==> src/rtl/fifo_pkg.sv <==
// ============================================================================
// fifo_pkg : shared state encoding and defaults for the sync_fifo read side
// Rev 1.0
// ============================================================================
`default_nettype none

package fifo_pkg;

    localparam int SKID_DEPTH        = 2;
    localparam int DEF_DATA_WIDTH    = 8;
    localparam int DEF_TIMEOUT_LIMIT = 128;

    typedef enum logic [1:0] {
        ST_IDLE  = 2'd0,
        ST_RUN   = 2'd1,
        ST_DRAIN = 2'd2,
        ST_FIN   = 2'd3
    } state_t;

endpackage

`default_nettype wire

==> src/rtl/skid_buf2.sv <==
// ============================================================================
// skid_buf2 : two-entry push/pop word buffer with occupancy count
// Rev 1.0
// ============================================================================
`default_nettype none

module skid_buf2
    import fifo_pkg::*;
#(
    parameter int DATA_WIDTH = DEF_DATA_WIDTH
) (
    input  logic                  clk,
    input  logic                  rst_n,
    input  logic                  i_push,
    input  logic [DATA_WIDTH-1:0] i_data,
    input  logic                  i_pop,
    output logic [DATA_WIDTH-1:0] o_data,
    output logic [1:0]            o_count
);

    logic [DATA_WIDTH-1:0] r_mem [SKID_DEPTH];
    logic                  r_rd_ptr;
    logic                  r_wr_ptr;
    logic [1:0]            r_cnt;
    logic                  w_do_pop;

    assign w_do_pop = i_pop & (r_cnt != 2'd0);
    assign o_data   = r_mem[r_rd_ptr];
    assign o_count  = r_cnt;

    always_ff @(posedge clk or negedge rst_n) begin
        if (!rst_n) begin
            for (int i = 0; i < SKID_DEPTH; i++) begin
                r_mem[i] <= '0;
            end
            r_rd_ptr <= 1'b0;
            r_wr_ptr <= 1'b0;
            r_cnt    <= 2'd0;
        end else begin
            if (i_push) begin
                r_mem[r_wr_ptr] <= i_data;
                r_wr_ptr        <= ~r_wr_ptr;
            end
            if (w_do_pop) begin
                r_rd_ptr <= ~r_rd_ptr;
            end
            case ({i_push, w_do_pop})
                2'b10:   r_cnt <= r_cnt + 2'd1;
                2'b01:   r_cnt <= r_cnt - 2'd1;
                default: r_cnt <= r_cnt;
            endcase
        end
    end

    // The reader's credit scheme must never push into a full buffer.
    a_no_overflow : assert property (@(posedge clk) disable iff (!rst_n)
        !(i_push && !w_do_pop && (r_cnt == 2'd2)));

endmodule

`default_nettype wire

==> src/rtl/fifo_burst_reader.sv <==
// ============================================================================
// fifo_burst_reader : pops a fixed-length burst from sync_fifo onto a
//                     ready/valid stream, with no-progress timeout abort
// Rev 1.0
// ============================================================================
`default_nettype none

module fifo_burst_reader
    import fifo_pkg::*;
#(
    parameter int DATA_WIDTH    = DEF_DATA_WIDTH,
    parameter int LEN_WIDTH     = 8,
    parameter int TIMEOUT_LIMIT = DEF_TIMEOUT_LIMIT
) (
    input  logic                  clk,
    input  logic                  rst_n,
    input  logic                  start,
    input  logic [LEN_WIDTH-1:0]  burst_len,
    input  logic                  fifo_empty,
    output logic                  fifo_rd_en,
    input  logic [DATA_WIDTH-1:0] fifo_data,
    input  logic                  fifo_valid,
    output logic [DATA_WIDTH-1:0] m_data,
    output logic                  m_valid,
    input  logic                  m_ready,
    output logic                  busy,
    output logic                  done,
    output logic                  timeout_err,
    output logic [LEN_WIDTH-1:0]  word_cnt
);

    localparam int                    c_tmo_w    = $clog2(TIMEOUT_LIMIT + 1);
    localparam logic [LEN_WIDTH-1:0]  c_len_one  = LEN_WIDTH'(1);
    localparam logic [c_tmo_w-1:0]    c_tmo_one  = c_tmo_w'(1);
    localparam logic [c_tmo_w-1:0]    c_tmo_last = c_tmo_w'(TIMEOUT_LIMIT - 1);

    state_t                r_state;
    state_t                w_state_nxt;
    logic [LEN_WIDTH-1:0]  r_len;
    logic [LEN_WIDTH-1:0]  r_issued;
    logic [LEN_WIDTH-1:0]  r_word_cnt;
    logic [c_tmo_w-1:0]    r_tmo_cnt;
    logic                  r_inflight;
    logic                  r_err;

    logic [1:0]            w_skid_cnt;
    logic [DATA_WIDTH-1:0] w_skid_data;
    logic [1:0]            w_used;
    logic                  w_m_valid;
    logic                  w_hs;
    logic                  w_rd_en;
    logic                  w_progress;
    logic                  w_last_word;
    logic                  w_tmo_hit;
    logic                  w_launch;

    skid_buf2 #(
        .DATA_WIDTH (DATA_WIDTH)
    ) u_skid (
        .clk     (clk),
        .rst_n   (rst_n),
        .i_push  (fifo_valid),
        .i_data  (fifo_data),
        .i_pop   (w_hs),
        .o_data  (w_skid_data),
        .o_count (w_skid_cnt)
    );

    assign w_m_valid = (w_skid_cnt != 2'd0);
    assign w_hs      = w_m_valid & m_ready;

    // A word leaving this cycle frees its slot, so it is credited back;
    // that keeps one word per cycle flowing with m_ready held high.
    assign w_used  = w_skid_cnt + {1'b0, r_inflight} - {1'b0, w_hs};
    assign w_rd_en = (r_state == ST_RUN) & ~fifo_empty &
                     (r_issued < r_len) & (w_used < 2'd2);

    assign w_progress  = w_rd_en | w_hs;
    assign w_last_word = w_hs & ((r_word_cnt + c_len_one) == r_len);
    assign w_tmo_hit   = ~w_progress & (r_tmo_cnt == c_tmo_last);
    assign w_launch    = (r_state == ST_IDLE) & start;

    assign fifo_rd_en = w_rd_en;
    assign m_valid    = w_m_valid;
    assign m_data     = w_m_valid ? w_skid_data : '0;
    assign word_cnt   = r_word_cnt;

    always_ff @(posedge clk or negedge rst_n) begin
        if (!rst_n) begin
            r_state <= ST_IDLE;
        end else begin
            r_state <= w_state_nxt;
        end
    end

    always_comb begin
        w_state_nxt = r_state;
        busy        = 1'b0;
        done        = 1'b0;
        timeout_err = 1'b0;
        case (r_state)
            ST_IDLE: begin
                if (start) begin
                    w_state_nxt = (burst_len == '0) ? ST_FIN : ST_RUN;
                end
            end
            ST_RUN: begin
                busy = 1'b1;
                if (w_last_word) begin
                    w_state_nxt = ST_FIN;
                end else if (w_tmo_hit) begin
                    w_state_nxt = ST_DRAIN;
                end
            end
            ST_DRAIN: begin
                busy = 1'b1;
                if (!r_inflight && (w_skid_cnt == 2'd0)) begin
                    w_state_nxt = ST_FIN;
                end
            end
            ST_FIN: begin
                done        = 1'b1;
                timeout_err = r_err;
                w_state_nxt = ST_IDLE;
            end
            default: w_state_nxt = ST_IDLE;
        endcase
    end

    always_ff @(posedge clk or negedge rst_n) begin
        if (!rst_n) begin
            r_len      <= '0;
            r_issued   <= '0;
            r_word_cnt <= '0;
            r_tmo_cnt  <= '0;
            r_inflight <= 1'b0;
            r_err      <= 1'b0;
        end else begin
            r_inflight <= w_rd_en;
            if (w_launch) begin
                r_len      <= burst_len;
                r_issued   <= '0;
                r_word_cnt <= '0;
                r_err      <= 1'b0;
            end else begin
                if (w_rd_en) begin
                    r_issued <= r_issued + c_len_one;
                end
                if (w_hs) begin
                    r_word_cnt <= r_word_cnt + c_len_one;
                end
            end
            // Only RUN is watched; a DRAIN stalled on m_ready waits forever.
            if ((r_state == ST_RUN) && !w_progress) begin
                r_tmo_cnt <= r_tmo_cnt + c_tmo_one;
            end else begin
                r_tmo_cnt <= '0;
            end
            if ((r_state == ST_RUN) && w_tmo_hit) begin
                r_err <= 1'b1;
            end
        end
    end

endmodule

`default_nettype wire

==> config.mk <==
export PLATFORM = sky130hd
export DESIGN_NAME = fifo_burst_reader
export DESIGN_NICKNAME = d
export VERILOG_FILES = /design/src/rtl/fifo_pkg.sv /design/src/rtl/skid_buf2.sv /design/src/rtl/fifo_burst_reader.sv
export SDC_FILE = /design/constraint.sdc
export NUM_CORES = 1
export LEC_CHECK = 0
export BUFFER_PORTS_ARGS = -buffer_cell sky130_fd_sc_hd__buf_2
export CORE_AREA = 5 5 83 85
export DETAILED_ROUTE_END_ITERATION = 8
export DIE_AREA = 0 0 88 90
export GPL_TIMING_DRIVEN = 0
export PLACE_DENSITY = 0.77
export REMOVE_ABC_BUFFERS = 1
export SLEW_MARGIN = 20
export SYNTH_ARGS = -nofsm -noshare
export SYNTH_HDL_FRONTEND = slang
export SYNTH_SLANG_ARGS = --single-unit
==> constraint.sdc <==
create_clock -name clk -period 2.13 [get_ports clk]
set_input_delay 0.426 -clock clk [delete_from_list [all_inputs] [get_ports clk]]
set_output_delay 0.426 -clock clk [all_outputs]
set_load 0.005 [all_outputs]
Yosys cells after proc, flatten, opt, wreduce, memory -nomap -nowiden
Index checks and enable logic that the tools add are counted.
{ "word_totals": {"elab_cells": 89, "input_bits": 22, "register_bits": 56} }
{ "classes": {"n_reduce_logical": 16, "mux": 24, "add_sub_neg": 7, "n_eq_ne": 10, "bitwise": 15, "magnitude_cmp": 5} }
{ "ops": {"columns": ["cell", "n"], "rows": [
  ["$mux W8", 10],
  ["$add A8 B1 Y8 const B", 3],
  ["$bwmux W16", 1],
  ["$mux W2", 5],
  ["$reduce_bool A2 Y1", 5],
  ["$and A1 B1 Y1", 8],
  ["$demux W8 S1", 1],
  ["$eq A8 B7 Y1 const B", 1],
  ["$eq A8 B8 Y1", 1],
  ["$logic_not A8 Y1", 1],
  ["$lt A8 B8 Y1", 1],
  ["$pmux W2 S4", 1],
  ["$eq A2 B2 Y1 const B", 3],
  ["$mux W1", 5],
  ["$eq A2 B1 Y1 const B", 2],
  ["$ge A2 B2 Y1 const B", 2],
  ["$logic_and A1 B1 Y1", 4],
  ["$logic_not A2 Y1", 2],
  ["$ne A2 B2 Y1 const B", 2],
  ["$not A1 Y1", 4],
  ["$not A1 Y2", 2],
  ["$pmux W2 S2", 1],
  ["$ne A3 B3 Y1 const B", 1],
  ["$reduce_and A3 Y1", 1],
  ["other kinds (9)", 10]
]} }

Logic depth before layout (Yosys ltp)
Gate-level depths: netlist of the first run.
{ "depth": {"ltp_word": 11, "mapped_depth": 11, "ltp_nobuf": 9} }

Hierarchy
A second synthesis of the first run with hierarchy kept.
{ "unflattened": {"hier_cells": 302, "area_unflattened_um2": 3106.7} }
{ "modules_own_cells": {"columns": ["mod", "cells_per_inst", "area_each_um2", "instances", "seq_area_each_um2"], "rows": [
  ["fifo_burst_reader", 246, 2242.2, 1, 900.9],
  ["skid_buf2", 56, 864.6, 1, 500.5]
]} }

Worst setup path before layout of the first run
Ideal clock, no wire load.
{ "synth_timing": {"path_kind": "flip-flop to output port", "from": "reg u_skid.r_cnt[0] (netlist: u_skid.o_count[0])", "to": "out fifo_rd_en", "path_buffers": 2, "stages_incl_launch_ff": 11, "arrival_ns": 1.767, "slack_ns": -0.063, "required_ns": 1.704, "path_cell_list": "dfrtp_1 > clkbuf_1 > o21ai_1 > inv_1 > ha_1 > nor2b_1 > xnor2_1 > and3_4 > buf_6 > nand2_2 > inv_1"} }
{ "synth_between": {"elab_chain_len": 5, "word_cells_on_any_way": 6} }
{ "synth_lines": {"columns": ["item", "line_no", "rtl"], "rows": [
  ["start: declaration", "skid_buf2.sv:24", "logic [1:0] r_cnt;"],
  ["start signal: assignment", "skid_buf2.sv:48", "2'b10: r_cnt <= r_cnt + 2'd1;"],
  ["start signal: assignment", "skid_buf2.sv:49", "2'b01: r_cnt <= r_cnt - 2'd1;"],
  ["start signal: assignment", "skid_buf2.sv:50", "default: r_cnt <= r_cnt;"],
  ["branches (longest 2 deep; another with $add A2 B1 Y2)", null, null],
  ["$sub A2 B1 Y2 *", "fifo_burst_reader.sv:74", "assign w_used = w_skid_cnt + {1'b0, r_inflight} - {1'b0, w_hs};"],
  ["$lt A2 B2 Y1 *", "fifo_burst_reader.sv:76", "(r_issued < r_len) & (w_used < 2'd2);"],
  ["$and A1 B1 Y1 *", "fifo_burst_reader.sv:76", null],
  ["end: declaration", "fifo_burst_reader.sv:20", "output logic fifo_rd_en,"]
]} }
Mark *: on every way between the ends.

Final worst setup path of the first run
{ "layout_timing": {"from": "reg u_skid.r_cnt[1] (netlist: u_skid.o_count[1])", "to": "out fifo_rd_en"} }
The elaborated chain is that of the path after synthesis.

==> results by group, run 1 <==
Run status
  – Run status: finished with violations
  – Violations in the final reports: setup timing

Worst setup path
  – CP required: 1700 ps
  – Worst setup SP type: flop
  – Critical path fanouts, max: 2
  – WS Path Type: reg2out
  – Setup crit end kind: output pin
  – WP data arrival: 1950 ps

Cells and area
  – # diodes: 0
  – Most frequent cells in the layout: dfrtp_1, buf_2, nor2_1, nand2_1, xor2_1
  – Area grow syn2layout: 18.4%
  – Commonest non-fill, non-tap cell in the layout: dfrtp_1
  – Layout cells sized above 1: 30.0%
  – Final #Nets: 391
  – Post-Layout Inst Area: 3650 um2

Synthesis
  – Synth top area cells: dfrtp_1, ha_1, mux2_2, xor2_1, nor2_1
  – Ys flop type: dfrtp_1
  – Post-synth top area share: 45.5%
  – Post-Syn Area: 3080 um2
  – Avg Inst Size Synth: 10.3 um2
  – Seq cells post-synth: 56
  – Synth warnings: 0
  – Async S/R FF share, synth: 100%
  – Sequential share of the synthesized area: 45.5%
  – Leading area contributor after synthesis: dfrtp_1
  – Mapped Cells: 300
  – EDFF count, synth: 0
  – Distinct cells, synth: 49

Pwr
  – Final Power: 4.50 mW
  – Flop pwr share: 39.6%
  – Peak VDD IR: 0.636 mV
  – Pint: 2.73 mW
  – Clock power frac: 13.4%
  – Gate power share: 47.1%
  – Pwr Density: 1230 nW/um2
  – Switching pwr: 1.77 mW
  – Net Sw Frac: 39.3%
  – Leak Pwr: 1.71 nW

Clock network
  – Num CTS Buffers: 5
  – Clk pin slew, worst setup/hold paths: 100 ps
  – CTS Buffer Depth: 2
  – Root Buffer: clkbuf_8
  – H-tree depth: 2
  – CTS tree: built
  – Hold Buf Count CTS: 0
  – Skew-Pair Late Insertion Delay: 310 ps
  – Num Clock Sinks: 56

Global route
  – Busiest grt layer: met2
  – Initial antenna violation count: 0
  – Largest net degree at the start of global routing: 57
  – Vias in the first global route: 2376
  – First-pass GRT wire length: 11.0 mm
  – Global Route Usage Sum: 17.1%
  – Grt met2 use: 28.6%
  – Grt total ovfl: 0
  – Met3 usage: 4.11%
  – Grt met1 use: 22.4%

Timing
  – Worst-Margin Slew: 718 ps
  – Final hold slack: 161 ps
  – Max frequency: 421 MHz
  – Tcrit/Tclk final: 112%
  – Final setup viols: 7
  – Pins Over Slew Limit: 0
  – Crit path time final: 2380 ps
  – RSZ-0062 raised after global routing: true
  – Clk_skew: 9.28 ps
  – Setup ws final: -246 ps
  – Setup TNS: -743 ps
  – Final hold vios: 0
  – Slew headroom: 52.2%

Floorplan
  – Core Box Area: 6130 um2
  – Vertical die dimension: 90 um
  – Die area: 7920 um2
  – Initial Util: 50.2%
  – Row cnt: 29
  – Die width: 88 um
  – # IOs: 43

Detailed routing
  – Per-cell routed wire length: 15.0 um
  – Drt via density: 5.34
  – Vias post-DR: 2297
  – Initial drt markers: 86
  – ANT nets after route: 0
  – DRT Wirelength: 6.47 mm
  – Drt first pass iters: 4
  – # DRC: 0

Flow run
  – Max-cap violations: 0

Place
  – IO Port Bufs: 42
  – Area of placed instances: 3350 um2
  – RePlAce Congestion: 0.826
  – Hpwl dp: 4.41 mm
  – Setup WS pre-CTS: -1090 ps

Min path
  – Worst hold path type: in2async
[logic make-up after synthesis]
| family | Yosys count | share of synthesized area, % |
|---|---|---|
| xor+xnor | 35 | 9.95 |
| simple gates | 104 | 17.5 |
| mux | 26 | 9.14 |
| flops | 56 | 45.5 |
| compound gates | 35 | 7.47 |
| fa+ha+maj | 17 | 6.90 |
| buf+inv | 27 | 3.57 |
[through the flow]
stage | instances | utilization (%)
4_1_cts | 425 | 57.6
3_5_place_dp | 410 | 54.6
6_report | 430 | 59.5
2_1_floorplan | 291 | -
5_1_grt | 430 | 59.5
3_3_place_gp | 410 | 54.5
[final timing paths]
check / startpoint / end / cells after the start / slack (ps)
max: u_skid.o_count[1]$_DFFE_PN0P_ / fifo_rd_en / 9 / -250
min: rst_n / u_skid.r_mem[7]$_DFFE_PN0P_ / 1 / 160
max reg2reg: u_skid.o_count[1]$_DFFE_PN0P_ / r_state[0]$_DFFE_PN0P_ / 11 / -140
min reg2reg: r_tmo_cnt[0]$_DFF_PN0_ / r_tmo_cnt[0]$_DFF_PN0_ / 1 / 490
max in group asynchronous: rst_n / u_skid.o_count[1]$_DFFE_PN0P_ / 1 / 1470
min in group clk: fifo_valid / u_skid.r_wr_ptr$_DFFE_PN0P_ / 2 / 320
[metal layers]
layer | vias up | share of wire [%]
met2 | 57 | 48
li1 | 1124 | -
met5 | - | 0
met1 | 1108 | 45
met3 | 8 | 6.1
met4 | 0 | 1.0
[Yosys cell counts (all sizes together), types with 2 or more instances]
cell     n
dfrtp   56
nor2    36
nand2   20
xor2    20
inv     18
ha      17
mux2    17
xnor2   15
o21ai   11
nand3   10
mux2i    9
a21oi    8
nand4    8
clkbuf   7
and2     6
and3     6
nor3     5
nor4     3
or3      3
a211oi   2
a31oi    2
buf      2
nand2b   2
[area by class of cell]
class                   count  area, um2
clock inverters             3       22.5
inverters                  18       70.1
repair buffers             54        317
clock buffers               5       68.8
flip-flops and latches     56       1410
well taps                  77       96.3
fillers                   538       2490
multi-input cells         217       1670
[critical path, cell delays in order, from the launching register on]
cell	delay (ps)
dfrtp_2	440
o21ai_4	190
inv_4	60
ha_4	170
xor2_4	150
xnor2_2	180
and3_4	230
nand2_4	50
inv_2	70
buf_6	90
[power groups by stage]
stage	combinational [mW]	clock, mW	sequential (mW)
after floorplan	1.32	0	1.71
after global placement	1.75	0	1.78
after detailed placement	1.82	0	1.81
after CTS	1.97	0.623	1.78
after global routing	2.37	0.672	1.83
final	2.12	0.602	1.78
[state kept, by name, indices dropped and copies added (netlist names)]
name,cells
u_skid.r_mem,16
word_cnt,8
r_issued,8
r_len,8
r_inflight,1
u_skid.o_count,2
u_skid.r_rd_ptr,1
r_state,2
r_tmo_cnt,8
r_err,1
u_skid.r_wr_ptr,1
[what timing repair did]
action / CTS / global route
cloned: 0 / 0
setup buffers: 7 / 5
setup endpoints to repair: 24 / 20
pin swaps: 5 / 8
resized for setup: 12 / 14
No activity file was read; power rests on OpenSTA's default activity.
==> run 2: changes to the inputs <==
--- a/config.mk
+++ b/config.mk
@@ -11,6 +11,7 @@
 export DIE_AREA = 0 0 88 90
 export GPL_TIMING_DRIVEN = 0
 export PLACE_DENSITY = 0.77
+export RECOVER_POWER = 100
 export REMOVE_ABC_BUFFERS = 1
 export SLEW_MARGIN = 20
 export SYNTH_ARGS = -nofsm -noshare
==> run 2 against run 1 <==
  * The run still ends with setup timing left
  * Final area is 0.24% lower
  * Critical path depth stayed put
  * Clock power hardly changed
  * Global-route usage stayed put
  * Clock skew hardly changed
  * Register-to-register slack hardly changed
  * Sequential share of layout area is 0.058 points higher
  * Wire length is 0.23% lower
  * Combinational power hardly changed
  * First-iteration DRC count is 22% lower
  * Largest cell class unchanged
  * Highest routed layer unchanged
==> results by group, run 2 (synthesized netlist as in run 1, its figures left out) <==
Floorplan
  – Die area: 7920 um2 (unchanged)
  – Initial Util: 50.2% (unchanged)
  – Vertical die dimension: 90 um (unchanged)
  – Core Box Area: 6130 um2 (unchanged)
  – # IOs: 43 (unchanged)
  – Die width: 88 um (unchanged)
  – Row cnt: 29 (unchanged)

Timing
  – Clk_skew: 8.83 ps (-0.456 ps)
  – Setup ws final: -238 ps (+7.64 ps)
  – Max frequency: 422 MHz (+0.32%)
  – Worst-Margin Slew: 1410 ps (+696 ps)
  – Final hold vios: 0 (unchanged)
  – Setup TNS: -711 ps (+32.3 ps)
  – Pins Over Slew Limit: 0 (unchanged)
  – Slew headroom: 5.75% (-46 points)
  – RSZ-0062 raised after global routing: true
  – Crit path time final: 2370 ps (-7.64 ps)
  – Tcrit/Tclk final: 111% (-0.36 points)
  – Final setup viols: 7 (unchanged)

Cells and area
  – Fin util: 59.3% (-0.14 points)
  – Layout cells sized above 1: 29.2% (-0.85 points)
  – Area grow syn2layout: 18.1%
  – Most frequent cells in the layout: dfrtp_1, buf_2, nor2_1, nand2_1, xor2_1
  – # diodes: 0 (unchanged)
  – Commonest non-fill, non-tap cell in the layout: dfrtp_1
  – Final #Nets: 391 (unchanged)
  – Max FFs per register: 16 (unchanged)
  – Biggest register: u_skid.r_mem

Worst setup path
  – Crit path from: u_skid.o_count[1]$_DFFE_PN0P_
  – Reg-to-reg slack, setup: -140 ps (about the same)
  – Slowest cell on the critical path: dfrtp_2
  – RR Startpoint: u_skid.o_count[1]$_DFFE_PN0P_
  – Setup crit end kind: output pin
  – Slowest cell delay on critical path: 440 ps (about the same)
  – WP data arrival: 1940 ps (about the same)
  – Critical path fanouts, max: 2 (unchanged)
  – R2R depth: 11 (unchanged)
  – R2r endpoint: r_state[0]$_DFFE_PN0P_
  – Crit-path cells: o21ai_4, inv_4, ha_4, xor2_4, xnor2_2, and3_4, nand2_4, inv_2, buf_6
  – Worst setup SP type: flop
  – WS Path Type: reg2out
  – CP required: 1700 ps (about the same)

Pwr
  – Gate power share: 47.0% (about the same)
  – Flop pwr share: 39.6% (about the same)
  – Peak VDD IR: 0.637 mV (+0.20%)
  – Final Power: 4.49 mW (-0.19%)
  – Pint: 2.72 mW (-0.29%)
  – Pwr Density: 1230 nW/um2 (about the same)
  – Clock power frac: 13.4% (about the same)
  – Leak Pwr: 1.70 nW (-0.43%)
  – Net Sw Frac: 39.4% (+0.065 points)
  – Switching pwr: 1.77 mW (about the same)

Min path
  – Worst hold path type: in2reg
  – WHS Path Cells: 2
  – Hold_sp: fifo_valid
  – End of the worst hold path: u_skid.r_wr_ptr$_DFFE_PN0P_

Clock network
  – CTS tree: built
  – H-tree depth: 2 (unchanged)
  – Num Clock Sinks: 56 (unchanged)
  – Skew-Pair Late Insertion Delay: 320 ps (about the same)
  – Num CTS Buffers: 5 (unchanged)
  – Clk pin slew, worst setup/hold paths: 100 ps (about the same)
  – CTS Buffer Depth: 2 (unchanged)
  – Root Buffer: clkbuf_8

Global route
  – First-pass GRT wire length: 11.0 mm (unchanged)
  – Initial antenna violation count: 0 (unchanged)
  – Global Route Usage Sum: 17.1% (unchanged)
  – Largest net degree at the start of global routing: 57 (unchanged)
  – Vias in the first global route: 2376 (unchanged)
  – Grt total ovfl: 0 (unchanged)

Run status
  – Violations in the final reports: setup timing
  – Run status: finished with violations

Detailed routing
  – # DRC: 0 (unchanged)
  – ANT nets after route: 0 (unchanged)
  – DRT Wirelength: 6.45 mm (-0.23%)
  – Initial drt markers: 67 (-22%)
  – Drt via density: 5.28 (-1.1%)
  – Drt first pass iters: 4 (unchanged)
  – Vias post-DR: 2272 (-1.1%)
  – Per-cell routed wire length: 15.0 um (-0.23%)

Place
  – Hpwl dp: 4.41 mm (unchanged)
  – RePlAce Congestion: 0.826 (unchanged)
  – IO Port Bufs: 42 (unchanged)

Flow run
  – Max-cap violations: 0 (unchanged)
## run 2: cell types whose count changed in the layout (fill, tap and decap cells not counted)
cell	delta
buf_4	-2
clkbuf_2	+1
dfrtp_2	-1
buf_2	-1
dfrtp_1	+1
clkbuf_1	+2
## run 2: power by group through the flow
| stage | registers [mW] | logic [mW] | clock network [mW] |
|---|---|---|---|
| final | 1.78 | 2.11 | 0.602 |
| after global routing | 1.83 | 2.37 | 0.672 |
| after CTS | 1.78 | 1.97 | 0.623 |
| after detailed placement | 1.81 | 1.82 | 0 |
| after global placement | 1.78 | 1.75 | 0 |
| after floorplan | 1.71 | 1.32 | 0 |
## run 2: timing repair
item,4_1_cts,5_1_grt
resized for setup,12,14
setup endpoints to repair,24,20
hold buffers,0,0
pin swaps,5,8
buffers inserted,7,5
## run 2: worst max-delay path, delay by kind of cell (launching register included)
kind	cells	cell delay (ps)
AO/OA/AOI/OAI	1	190
XOR/XNOR	2	320
adder cells (fa/ha/maj)	1	170
buffers and inverters	3	210
flip-flops	1	440
AND/OR/NAND/NOR	2	290
## run 2: final cells by class
cell class	instances	area [um2]
clock inverter	3	22.5
fill	541	2490
multi-input combinational	217	1670
sequential	56	1400
clock buffer	5	68.8
inverter	18	70.1
timing repair buffer	54	309
tap	77	96.3
## run 2: worst max-delay path by stage
stage,cells past startpoint,to,slack (ps)
6_report,9,fifo_rd_en,-240
5_1_grt,9,fifo_rd_en,-320
4_1_cts,9,fifo_rd_en,-280
3_5_place_dp,9,fifo_rd_en,-1090
3_3_place_gp,9,fifo_rd_en,-1030
2_1_floorplan,8,fifo_rd_en,-370
## run 2: layer usage
metal / share of wire (%) / GRT usage (%) / vias to the layer above
met3: 5.7 / 4.11 / 9
li1: - / - / 1125
met2: 48 / 28.6 / 52
met1: 45 / 22.4 / 1086
met5: 0 / 0 / -
met4: 0.99 / 3.45 / 0
## run 2: stage by stage
| step | std cells | instance area, um2 | setup WS [ps] | hold WS (ps) |
|---|---|---|---|---|
| after detailed placement | 410 | 3350 | -1090 | 475 |
| after CTS | 425 | 3530 | -279 | 179 |
| after global routing | 430 | 3640 | -322 | 309 |
| final | 430 | 3640 | -238 | 319 |
| after global placement | 410 | 3340 | -1030 | 471 |
| after floorplan | 291 | 3040 | -370 | 130 |
